<file path="src/rtl/serial_deser_pkg.sv">
// Shared definitions for the serial deserializer: controller state encoding.
// Imported by deser_datapath and serial_deserializer.
package serial_deser_pkg;

  localparam logic [1:0] ST_IDLE   = 2'd0;
  localparam logic [1:0] ST_SHIFT  = 2'd1;
  localparam logic [1:0] ST_PARITY = 2'd2;
  localparam logic [1:0] ST_HOLD   = 2'd3;

  // PARITY is only entered in PARITY_CHECK_EN builds.
  typedef enum logic [1:0] {
    IDLE   = ST_IDLE,
    SHIFT  = ST_SHIFT,
    PARITY = ST_PARITY,
    HOLD   = ST_HOLD
  } deser_state_e;

endpackage

</file>
<file path="src/rtl/deser_datapath.sv">
// Datapath of the serial deserializer: shift register, bit counter, last-bit
// flag, output word register and (PARITY_CHECK_EN builds) a running XOR of
// the data bits.
// Ports:
//   clk, reset       clock, async active-high reset
//   clr              clear shift reg, count (and parity accumulator)
//   shift            shift bit_in in, count++
//   capture          load data_out with the completed word
//   bit_in           serial data bit
//   last_bit         count == WIDTH-1 (next shifted bit completes the word)
//   par_acc          XOR of data bits so far (PARITY_CHECK_EN only)
//   data_out         captured word
// Optional feature macro: PARITY_CHECK_EN.
module deser_datapath
  import serial_deser_pkg::*;
#(
  parameter int WIDTH     = 8,
  parameter int LSB_FIRST = 0
) (
  input  logic             clk,
  input  logic             reset,
  input  logic             clr,
  input  logic             shift,
  input  logic             capture,
  input  logic             bit_in,
  output logic             last_bit,
`ifdef PARITY_CHECK_EN
  output logic             par_acc,
`endif
  output logic [WIDTH-1:0] data_out
);

  localparam int CW = $clog2(WIDTH + 1);

  logic [WIDTH-1:0] sr;
  logic [WIDTH-1:0] sr_nxt;
  logic [CW-1:0]    count;

  // MSB-first: first bit migrates up to bit WIDTH-1; LSB-first: down to bit 0.
  always_comb begin
    sr_nxt = (LSB_FIRST != 0) ? {bit_in, sr[WIDTH-1:1]} : {sr[WIDTH-2:0], bit_in};
  end

  assign last_bit = (count == CW'(WIDTH - 1));

  always_ff @(posedge clk or posedge reset) begin
    if (reset) begin
      sr       <= '0;
      count    <= '0;
      data_out <= '0;
`ifdef PARITY_CHECK_EN
      par_acc  <= 1'b0;
`endif
    end else begin
      if (clr) begin
        sr      <= '0;
        count   <= '0;
`ifdef PARITY_CHECK_EN
        par_acc <= 1'b0;
`endif
      end else if (shift) begin
        sr      <= sr_nxt;
        count   <= count + CW'(1);
`ifdef PARITY_CHECK_EN
        par_acc <= par_acc ^ bit_in;
`endif
      end
      // Capture on the final data bit takes the word including that bit.
      if (capture) data_out <= shift ? sr_nxt : sr;
    end
  end

endmodule

</file>
<file path="src/rtl/serial_deserializer.sv">
// Serial deserializer: collects a serial bit stream into a WIDTH-bit word and
// presents it on a valid/ready handshake. Controller FSM lives here; the
// datapath is in deser_datapath.
// Ports:
//   clk, reset     clock, async active-high reset
//   start          1-cycle pulse, begin (or restart) a frame
//   serial_in      serial bit, sampled when bit_valid=1
//   bit_valid      serial bit strobe
//   data_out       assembled word, stable while data_valid=1
//   data_valid     word ready for consumer
//   data_ready     consumer accepts on data_valid & data_ready
//   busy           1 while receiving bits (SHIFT / PARITY)
//   overrun        sticky: start seen while a word was unaccepted
//   parity_err     (PARITY_CHECK_EN only) even-parity failure, valid with data_valid
// Optional feature macro: PARITY_CHECK_EN (adds one even-parity bit per word).
module serial_deserializer
  import serial_deser_pkg::*;
#(
  parameter int WIDTH     = 8,
  parameter int LSB_FIRST = 0
) (
  input  logic             clk,
  input  logic             reset,
  input  logic             start,
  input  logic             serial_in,
  input  logic             bit_valid,
  output logic [WIDTH-1:0] data_out,
  output logic             data_valid,
  input  logic             data_ready,
  output logic             busy,
`ifdef PARITY_CHECK_EN
  output logic             parity_err,
`endif
  output logic             overrun
);

  deser_state_e state;
  logic clr, shift, capture, last_bit;
`ifdef PARITY_CHECK_EN
  logic par_acc;
`endif

  deser_datapath #(.WIDTH(WIDTH), .LSB_FIRST(LSB_FIRST)) u_dp (
    .clk      (clk),
    .reset    (reset),
    .clr      (clr),
    .shift    (shift),
    .capture  (capture),
    .bit_in   (serial_in),
    .last_bit (last_bit),
`ifdef PARITY_CHECK_EN
    .par_acc  (par_acc),
`endif
    .data_out (data_out)
  );

  // Datapath strobes. start always beats a coincident bit_valid.
  always_comb begin
    clr     = 1'b0;
    shift   = 1'b0;
    capture = 1'b0;
    case (state)
      IDLE:  clr = start;
      SHIFT: begin
        clr   = start;
        shift = bit_valid & ~start;
`ifndef PARITY_CHECK_EN
        capture = bit_valid & ~start & last_bit;
`endif
      end
`ifdef PARITY_CHECK_EN
      PARITY: begin
        clr     = start;
        capture = bit_valid & ~start;
      end
`endif
      // A start is only honoured here if the current word is taken this cycle.
      HOLD:    clr = start & data_ready;
      default: ;
    endcase
  end

  always_ff @(posedge clk or posedge reset) begin
    if (reset) begin
      state      <= IDLE;
      data_valid <= 1'b0;
      busy       <= 1'b0;
      overrun    <= 1'b0;
`ifdef PARITY_CHECK_EN
      parity_err <= 1'b0;
`endif
    end else begin
      case (state)
        IDLE: begin
          if (start) begin
            state <= SHIFT;
            busy  <= 1'b1;
          end
        end
        SHIFT: begin
          if (!start && bit_valid && last_bit) begin
`ifdef PARITY_CHECK_EN
            state      <= PARITY;
`else
            state      <= HOLD;
            data_valid <= 1'b1;
            busy       <= 1'b0;
`endif
          end
        end
`ifdef PARITY_CHECK_EN
        PARITY: begin
          if (start) begin
            state <= SHIFT;
          end else if (bit_valid) begin
            state      <= HOLD;
            data_valid <= 1'b1;
            busy       <= 1'b0;
            parity_err <= par_acc ^ serial_in;
          end
        end
`endif
        HOLD: begin
          if (data_ready) begin
            data_valid <= 1'b0;
            if (start) begin
              state <= SHIFT;
              busy  <= 1'b1;
            end else begin
              state <= IDLE;
            end
          end else if (start) begin
            overrun <= 1'b1;
          end
        end
        default: state <= IDLE;
      endcase
    end
  end

endmodule

</file>
<file path="config.mk">
export PLATFORM = sky130hd
export DESIGN_NAME = serial_deserializer
export DESIGN_NICKNAME = d
export VERILOG_FILES = /design/src/rtl/serial_deser_pkg.sv /design/src/rtl/deser_datapath.sv /design/src/rtl/serial_deserializer.sv
export SDC_FILE = /design/constraint.sdc
export NUM_CORES = 1
export LEC_CHECK = 0
export BUFFER_PORTS_ARGS = -buffer_cell sky130_fd_sc_hd__buf_2
export CORE_AREA = 3 3 60 89
export CTS_CLUSTER_DIAMETER = 30
export DETAILED_ROUTE_END_ITERATION = 16
export DIE_AREA = 0 0 63 92
export PLACE_DENSITY_LB_ADDON = 0.1
export SKIP_CTS_REPAIR_TIMING = 1
export SYNTH_ARGS = -nofsm -noshare
export SYNTH_HDL_FRONTEND = slang
export SYNTH_SLANG_ARGS = --single-unit
</file>
<file path="constraint.sdc">
create_clock -name clk -period 2.9 [get_ports clk]
set_clock_uncertainty 0.15 [all_clocks]
set_input_delay 0.29 -clock clk [delete_from_list [all_inputs] [get_ports clk]]
set_output_delay 0.29 -clock clk [all_outputs]
set_load 0.005 [all_outputs]
</file>
# Word level (Yosys, flattened, before mapping)
# Cells that the tools add are included.
# totals
reg_bits	25
latchBits	0
mem_bits_rw	0
rom_bits	0
inputBits	6
output_inout_bits	11
word_cells	50
memories	0
# classes
n_addsub	1
mul	0
n_div	0
n_lt_le_gt_ge	0
eq_ne	6
n_shift	0
n_mux	19
bitwise_logic	5
n_reduce_logical	12
# ops
operator	n
$mux 8	2
$reduce_and 3->1	4
$mux 1	8
$mux 4	2
$mux 2	3
$ne 2x2->1 const B	3
$pmux 2 s3	1
$add 4x1->4 const B	1
$eq 4x3->1 const B	1
$pmux 1 s2	2
$reduce_bool 2->1	2
$and 1x1->1	3
$pmux 1 s3	1
$reduce_bool 3->1	1
$eq 2x1->1 const B	1
$eq 2x2->1 const B	1
$logic_and 1x1->1	2
$logic_not 2->1	1
$not 1->1	2
$reduce_or 2->1	1
$logic_not 1->1	1

# Depth between registers and ports, before layout
# Gate-level depths: netlist of run 1.
# logic_depth
ltp_word	5
depth_mapped	7
depth_no_buf	5

# Cells and area by module
# Synthesis of run 1 repeated with hierarchy kept, for this count alone.
# hier_totals
cells_unflattened	108
area_unflattened_um2	1206.2
# modules_own_cells
mod	n_inst	cells_per_inst	area_each_um2	seq_area_each_um2
deser_datapath	1	72	833.3	500.5
serial_deserializer	1	36	372.9	125.1

# Least setup slack after synthesis of run 1
# OpenSTA, ideal clock, no wires.
# synth_timing
path_kind	register -> register
startpoint	reg state[1]
endpoint	reg u_dp.data_out[0]
setup_time_ns	0.125
t_arrival_ns	1.509
t_required_ns	2.625
path_slack_ns	1.116
path_stages_with_launch	7
path_buffers	1
period_less_slack_ns	1.784
path_cell_list	dfrtp_1 > inv_1 > ha_1 > clkbuf_2 > nand3b_4 > nor2_2 > mux2_2
# synth_between
elab_chain_cells	3
word_cells_on_any_way	4
classes_between	eq/ne (1); mux (3)
# synth_rtl
element	line_no	source
from (decl)	serial_deserializer.sv:37	deser_state_e state;
from (signal assigned)	serial_deserializer.sv:85	state <= IDLE;
from (signal assigned)	serial_deserializer.sv:96	state <= SHIFT;
from (signal assigned)	serial_deserializer.sv:105	state <= HOLD;
$eq 2x1->1 *	serial_deserializer.sv:62	case (state)
$mux 1	serial_deserializer.sv:62	
$mux 8	-	
to (signal assigned)	deser_datapath.sv:69	if (capture) data_out <= shift ? sr_nxt : sr;
to (decl)	deser_datapath.sv:30	output logic [WIDTH-1:0] data_out
# Every way passes the cells marked *; elsewhere a longest branch is shown, timed or not.
# A chain may end at the register's enable or synchronous reset.

# Worst setup path in the final report of run 1
# layout_timing
startpoint	reg state[1]
endpoint	reg u_dp.data_out[4]
# Same word-level chain as after synthesis.

==> out/metrics.yaml, run 1 <==
hold_viol: 0
rsz0062_at_grt: "false"
synthesis.area_mm2: 0.00114
dp_cells: 181
grt_use_total_pct: 8.66
vias: 827
fin_nets: 133
initial_utilization_pct: 24.6
die_w_um: 63
synthesis.nets: 115
powerDensity_mw_per_mm2: 613
met1_length_mm: 1.03
cts_tree: "built"
worstPathArrival_ps: 2140
regArea_um2: 601
antenna_left: 0
yosysSeqAreaShare_pct: 52.9
cts_max_level: 1
drive_gt1_share_pct: 26.4
leakage_nw: 0.638
met3RoutedLength_um: 74
fin_cells: 185
rows: 30
overflow: 0
start_kind: "flop"
viasPerCell: 4.47
highest_layer: "met4"
grt_pass1_wl_mm: 4.03
fin_crit_sh_pct: 73.9
root_buffer: "clkbuf_8"
rrSetupSlack_ps: 760
place.gp.congestion: 0.734
ys_seq_elements: 24
synth_area_per_cell_um2: 10.9
hpwl_mm: 1.71
dr_wl_met2_mm: 1.19
hp-class: "in -> async"
end_kind: "flop"
required_ps: 2900
clkTransAtPathRegs_ps: 90
yosysWarnings: 0
fillCellCount: 507
initialDrtViolationCount: 26
grt_max_degree: 25
slew_viol_final: 0
die_y_um: 92
peakVddDrop_uv: 215
antenna_found_initial: 0
drc: 0
max_freq_ghz: 0.467
wl_per_cell_um: 12.5
design.core.area_mm2: 0.00462
setup_tns_ps: 0
status: "finished, final reports clean"
grt_pass1_vias: 822
cts_made_buffers: 3
setup.worst_path.class: "reg -> reg"
diodes: 0
finalSetupViolCount: 0
first_pass_iters: 4
io_pins: 17
ys_types: 30
area_delta_synth_final_pct: 19.3
portBuffers: 16
max_slew_margin_pct: 38.3
critPathMaxFanout: 14
maxCapViolCount: 0
clk_path_buf_depth: 2
final_util_pct: 29.3
dieArea_mm2: 0.00580
totalWireLength_mm: 2.31
period_minus_slack_ps: 2140
clkLatencyLatePin_ps: 260
syn-instance-count: 104
clock_sinks: 24
tightest_slew_ps: 925
multiInputGateArea_um2: 500
[metrics by stage]
stage | hold WS (ps) | power [mW] | setup slack (ps) | instance area [um2]
2_1_floorplan | 155 | 0.505 | 1120 | 1140
3_3_place_gp | 318 | 0.550 | 809 | 1280
3_5_place_dp | 303 | 0.553 | 715 | 1280
4_1_cts | 94.9 | 0.848 | 703 | 1360
5_1_grt | 118 | 0.889 | 572 | 1360
6_report | 63.8 | 0.830 | 757 | 1360
[logic make-up after synthesis]
family | synth area share, %
and+or+nand+nor | 18.3
DFF | 52.9
AOI/OAI and AO/OA | 11.6
buffers and inverters | 3.08
muxes | 7.93
adders and majority gates | 5.51
xor gates and xnor gates | 0.771
[critical path, stage by stage (launching register included)]
cell	delay, ps
dfrtp_1	420
inv_1	110
ha_1	340
nand3b_4	220
nor2_2	390
mux2_2	390
[worst paths after layout]
kind	to	depth (start not counted)	startpoint
worst max-delay path	u_dp.data_out[4]	5	state[1]
worst min-delay path	state[0]	2	reset
worst max register to register	u_dp.data_out[4]	5	state[1]
worst min register to register	overrun	1	overrun
max in group asynchronous	u_dp.count[2]	2	reset
min in group clk	u_dp.sr[0]	3	serial_in
[synthesized netlist by cell type]
library cell	number	area share (%)
dfrtp_1	24	53
nand2_1	18	5.9
a21oi_1	12	5.3
mux2_2	8	7.9
ha_1	5	5.5
inv_1	4	1.3
buf_2	3	1.3
a21o_1	2	1.3
and3b_1	2	1.5
nand3_1	2	0.88
nor2_1	2	0.66
nor2b_1	2	1.1
o21ai_0	2	0.88
or3_1	2	1.1
a2111oi_0	1	0.77
a311oi_1	1	0.77
a32o_1	1	0.88
and2b_2	1	0.77
clkbuf_2	1	0.44
nand2b_1	1	0.55
nand3b_1	1	0.66
nand3b_4	1	1.8
nor2_2	1	0.55
nor3_1	1	0.44
nor4b_1	1	0.77
o31a_1	1	0.77
o32a_1	1	0.88
or2b_1	1	0.66
or4b_1	1	0.88
xnor2_1	1	0.77
[cells in the final DEF, fill, tap and decap left out, types with 2 or more instances in the layout]
| cell type | instances |
|---|---|
| ha_1 | 5 |
| buf_2 | 16 |
| inv_1 | 4 |
| nand2_1 | 18 |
| or3_1 | 2 |
| o21ai_0 | 2 |
| mux2_2 | 8 |
| and3b_1 | 2 |
| nor2_1 | 2 |
| nor2b_1 | 2 |
| clkbuf_8 | 3 |
| a21oi_1 | 12 |
| a21o_1 | 2 |
| dfrtp_1 | 24 |
| nand3_1 | 2 |
[routing by layer]
layer  vias to the layer above  track usage (%)
met5                         -                0
met1                       414             10.5
met3                         2             1.23
met2                        15             15.0
li1                        396                -
met4                         0             3.87
[power by group]
group | leakage, nW | total (mW) | switching [mW] | internal, mW
clock | 0.0357 | 0.289 | 0.104 | 0.184
sequential | 0.322 | 0.377 | 0.0198 | 0.357
combinational | 0.280 | 0.164 | 0.103 | 0.0610
total | 0.638 | 0.830 | 0.228 | 0.603
[state kept, by name (all words and copies together), names as in the netlist]
| signal | count |
|---|---|
| data_valid | 1 |
| u_dp.data_out | 8 |
| state | 2 |
| u_dp.count | 4 |
| busy | 1 |
| overrun | 1 |
| u_dp.sr | 7 |
[layout make-up]
class                           count  area share, %
Clock buffer                        3           3.05
Inverter                            4           1.11
Timing Repair Buffer               17           6.46
Tap cell                           64           5.91
Clock inverter                      1           2.22
Sequential cell                    24           44.3
Multi-Input combinational cell     72           36.9
(Power assumes the default switching activity.)
==> inputs of run 2 (changes only) <==
Clock period 2.9 ns to 2.25 ns, I/O delays scaled along.
==> out/metrics.yaml, run 2 (synthesis results as in run 1) <==
end_kind: "flop"  # unchanged
grt_pass1_vias: 862  # was 822
hp-class: "in -> reg"  # was in -> async
cts_made_buffers: 3  # unchanged
first_pass_iters: 3  # was 4
dp_cells: 183  # was 181
clkTransAtPathRegs_ps: 80  # was 90 ps
dr_wl_met2_mm: 1.23  # was 1.19 mm
cts_tree: "built"  # unchanged
peakVddDrop_uv: 288  # was 215 uV
totalWireLength_mm: 2.42  # was 2.31 mm
grt_pass1_wl_mm: 4.22  # was 4.03 mm
hold_viol: 0  # unchanged
io_pins: 17  # unchanged
setup.worst_path.class: "reg -> reg"  # unchanged
largest_reg_flops: 8  # unchanged
clkLatencyLatePin_ps: 260  # about the same
finalSetupViolCount: 0  # unchanged
met1_length_mm: 1.07  # was 1.03 mm
die_w_um: 63  # unchanged
required_ps: 2250  # was 2900 ps
status: "finished, final reports clean"  # unchanged
antenna_left: 0  # unchanged
cts_max_level: 1  # unchanged
area_delta_synth_final_pct: 20.0  # was 19.3%
vias: 818  # was 827
multiInputGateArea_um2: 500  # unchanged
wl_per_cell_um: 12.9  # was 12.5 um
layout_common_cells: "dfrtp_1 (24), nand2_1 (18), buf_2 (16), a21oi_1 (12), mux2_2 (8)"  # unchanged
design.core.area_mm2: 0.00462  # unchanged
grt_max_degree: 25  # unchanged
drive_gt1_share_pct: 27.4  # was 26.4%
regArea_um2: 601  # unchanged
place.gp.congestion: 0.773  # was 0.734
diodes: 0  # unchanged
root_buffer: "clkbuf_8"  # unchanged
rrSetupSlack_ps: 260  # was 760 ps
clk_path_buf_depth: 2  # unchanged
highest_layer: "met4"  # unchanged
leakage_nw: 0.644  # was 0.638 nW
viasPerCell: 4.35  # was 4.47
met3RoutedLength_um: 91  # was 74 um
die_y_um: 92  # unchanged
top_regs: "u_dp.data_out (8), u_dp.sr (7), u_dp.count (4)"  # unchanged
fin_cells: 188  # was 185
fillCellCount: 482  # was 507
max_slew_margin_pct: 70.6  # was 38.3%
hpwl_mm: 1.73  # was 1.71 mm
rows: 30  # unchanged
slew_viol_final: 0  # unchanged
portBuffers: 16  # unchanged
fin_nets: 136  # was 133
maxCapViolCount: 0  # unchanged
dieArea_mm2: 0.00580  # unchanged
rsz0062_at_grt: "false"  # unchanged
period_minus_slack_ps: 1990  # was 2140 ps
setup_tns_ps: 0  # unchanged
worstPathArrival_ps: 2000  # was 2140 ps
start_kind: "flop"  # unchanged
overflow: 0  # unchanged
initial_utilization_pct: 24.6  # unchanged
max_freq_ghz: 0.502  # was 0.467 GHz
grt_use_total_pct: 9.15  # was 8.66%
initialDrtViolationCount: 52  # was 26
drc: 0  # unchanged
antenna_found_initial: 0  # unchanged
layout_commonest_cell: "dfrtp_1"  # unchanged
critPathMaxFanout: 8  # was 14
tightest_slew_ps: 440  # was 925 ps
top_register: "u_dp.data_out"  # unchanged
fin_crit_sh_pct: 88.6  # was 73.9%
clock_sinks: 24  # unchanged
powerDensity_mw_per_mm2: 728  # was 613 mW/mm2
[run 2: cell types whose count changed in the layout (fill, tap and decap cells not counted)]
cell,change
buf_4,+2
dlygate4sd3_1,+1
clkbuf_8,+1
bufinv_16,-1
[run 2: where the power goes]
group,switching [mW],internal [mW]
Combinational,0.131,0.0839
Clock,0.139,0.156
Sequential,0.0238,0.460
[run 2: metrics by stage]
step	total power [mW]	util, %	hold WS [ps]	area (um2)	worst slack [ps]
6_report	0.993	29.5	48.3	1360	256
5_1_grt	1.06	29.5	46.8	1360	126
3_3_place_gp	0.717	28.1	145	1300	286
3_5_place_dp	0.711	28.1	146	1300	232
4_1_cts	1.01	29.3	-149	1350	216
2_1_floorplan	0.651	-	89.6	1140	466
[run 2: worst paths after layout]
check | from | to | cells after the start
setup reg to reg | state[1] | u_dp.data_out[7] | 5
setup / recovery | state[1] | u_dp.data_out[7] | 5
hold / removal | serial_in | u_dp.sr[0] | 3
max in group asynchronous | reset | u_dp.sr[5] | 4
hold reg to reg | overrun | overrun | 1
min in group asynchronous | reset | data_valid | 4
[run 2: cell type report]
type                            instances  share of cell area [%]
Clock buffer                            4                    4.04
Inverter                                4                    1.10
Multi-Input combinational cell         72                    36.7
Sequential cell                        24                    44.0
Tap cell                               64                    5.87
Timing Repair Buffer                   20                    8.26
[run 2: layer usage]
metal / track usage [%] / vias up
li1: - / 405
met1: 10.9 / 398
met2: 15.6 / 13
met3: 2.08 / 2
met4: 3.87 / 0
met5: 0 / -
[run 2: critical path, stage by stage (launching register included)]
cell and delay, ps:
dfrtp_1 410, inv_1 110, ha_1 360, nand3b_4 110, nor2_2 360, mux2_2 390
==> inputs of run 3 (changes only) <==
Clock period 2.25 ns to 1.9 ns, I/O delays scaled along.
==> out/metrics.yaml, run 3 (synthesis results as in run 1) <==
leakage_nw: 0.670  # was 0.644 nW
setup.worst_path.class: "reg -> reg"  # unchanged
clk_path_buf_depth: 2  # unchanged
worstPathCellList: "ha_1, nor2b_1, or4b_1, a21oi_1"  # was inv_1, ha_1, nand3b_4, nor2_2, mux2_2
status: "finished, final reports clean"  # unchanged
root_buffer: "clkbuf_8"  # unchanged
first_pass_iters: 4  # was 3
worstHoldStart: "serial_in"  # unchanged
maxCapViolCount: 0  # unchanged
start_kind: "flop"  # unchanged
setup_tns_ps: 0  # unchanged
use_met2_pct: 15.2  # was 15.6%
dieArea_mm2: 0.00580  # unchanged
top_regs: "u_dp.data_out (8), u_dp.sr (7), u_dp.count (4)"  # unchanged
tightest_slew_ps: 366  # was 440 ps
rsz0062_at_grt: "true"  # was false
final_util_pct: 30.9  # was 29.5%
slowest_delay_ps: 520  # was 410 ps
cts_made_buffers: 3  # unchanged
worstRegToRegCells: 4  # was 5
layout_common_cells: "dfrtp_1 (24), nand2_1 (18), buf_2 (16), a21oi_1 (12), mux2_2 (8)"  # unchanged
viasPerCell: 4.29  # was 4.35
grt_busiest_layer: "met2"  # unchanged
portBuffers: 16  # unchanged
dp_cells: 185  # was 183
fin_cells: 191  # was 188
grt_max_degree: 25  # unchanged
worstPathArrival_ps: 1840  # was 2000 ps
place.gp.congestion: 0.753  # was 0.773
diodes: 0  # unchanged
clkTransAtPathRegs_ps: 90  # was 80 ps
drc: 0  # unchanged
max_slew_margin_pct: 75.0  # was 70.6%
design.core.area_mm2: 0.00462  # unchanged
r2r-start: "state[1]"  # unchanged
powerDensity_mw_per_mm2: 929  # was 728 mW/mm2
hold_depth: 3  # unchanged
die_w_um: 63  # unchanged
antenna_left: 0  # unchanged
cts_max_level: 1  # unchanged
grt_use_total_pct: 9.14  # was 9.15%
hp-class: "in -> reg"  # unchanged
fin_crit_sh_pct: 94.8  # was 88.6%
totalWireLength_mm: 2.47  # was 2.42 mm
min_to: "u_dp.sr[0]"  # unchanged
top_register: "u_dp.data_out"  # unchanged
vias: 820  # was 818
cts_tree: "built"  # unchanged
max_freq_ghz: 0.555  # was 0.502 GHz
hpwl_mm: 1.85  # was 1.73 mm
clock_sinks: 24  # unchanged
peakVddDrop_uv: 338  # was 288 uV
clkLatencyLatePin_ps: 270  # was 260 ps
io_pins: 17  # unchanged
critPathMaxFanout: 6  # was 8
hold_viol: 0  # unchanged
period_minus_slack_ps: 1800  # was 1990 ps
grt_pass1_wl_mm: 4.19  # was 4.22 mm
initialDrtViolationCount: 47  # was 52
finalSetupViolCount: 0  # unchanged
crit_slowest_cell: "or4b_1"  # was dfrtp_1
drive_gt1_share_pct: 30.7  # was 27.4%
post-place-ws_ps: 88.0  # was 232 ps
grtUsageMet1_pct: 11.6  # was 10.9%
largest_reg_flops: 8  # unchanged
end_kind: "flop"  # unchanged
required_ps: 1940  # was 2250 ps
timing.rr.end: "state[1]"  # was u_dp.data_out[7]
overflow: 0  # unchanged
rows: 30  # unchanged
wl_per_cell_um: 12.9  # about the same
grt_pass1_vias: 852  # was 862
rrSetupSlack_ps: 100  # was 260 ps
grt_use_met3_pct: 1.59  # was 2.08%
layout_commonest_cell: "dfrtp_1"  # unchanged
fin_nets: 139  # was 136
antenna_found_initial: 0  # unchanged
area_delta_synth_final_pct: 25.7  # was 20.0%
fin_ws_ps: 99.4  # was 256 ps
initial_utilization_pct: 24.6  # unchanged
whs_ps: 11.0  # was 48.3 ps
die_y_um: 92  # unchanged
slew_viol_final: 0  # unchanged
fillCellCount: 485  # was 482
## run 3: cell types whose count changed in the layout (fill, tap and decap cells not counted), sizes merged
cell	change
buf	+3
bufinv	+1
clkbuf	-1
## run 3: report_power, final
| group | switching [mW] | internal [mW] | total, mW |
|---|---|---|---|
| Clock | 0.166 | 0.282 | 0.448 |
| Sequential | 0.0291 | 0.545 | 0.574 |
| Combinational | 0.167 | 0.137 | 0.304 |
| Total | 0.362 | 0.964 | 1.33 |
## run 3: through the flow
step | instance area (um2) | total power, mW
after detailed placement | 1330 | 0.858
final | 1430 | 1.33
after global routing | 1430 | 1.42
after CTS | 1400 | 1.32
after global placement | 1330 | 0.863
after floorplan | 1140 | 0.771
## run 3: final cells by class
class                   instances  area [um2]  area share (%)
flip-flops and latches         24         601            42.1
clock buffers                   3        41.3            2.89
repair buffers                 23         148            10.3
clock inverters                 1        30.0            2.10
multi-input cells              72         513            35.9
well taps                      64        80.1            5.61
inverters                       4        15.0            1.05
## run 3: routing by layer
metal	wire length [um]	part of all wire, %
met5	0	0
met3	73	3.0
met4	25	1.0
met1	1110	45
met2	1260	51
## run 3: worst max path at each step
| stage | from | end | slack [ps] | cells past startpoint |
|---|---|---|---|---|
| finish | state[1] | state[1] | 100 | 4 |
| global route | state[1] | state[1] | -3 | 4 |
| CTS | state[1] | u_dp.count[3] | 60 | 6 |
| detailed placement | state[1] | u_dp.data_out[1] | 90 | 6 |
| global placement | state[1] | u_dp.data_out[7] | 120 | 6 |
| floorplan | state[1] | u_dp.data_out[0] | 120 | 6 |
## run 3: critical path, delay by kind of cell (launching register included)
family / cells / cell delay, ps
simple gates: 2 / 720
flops: 1 / 430
fa+ha+maj: 1 / 250
compound gates: 1 / 170
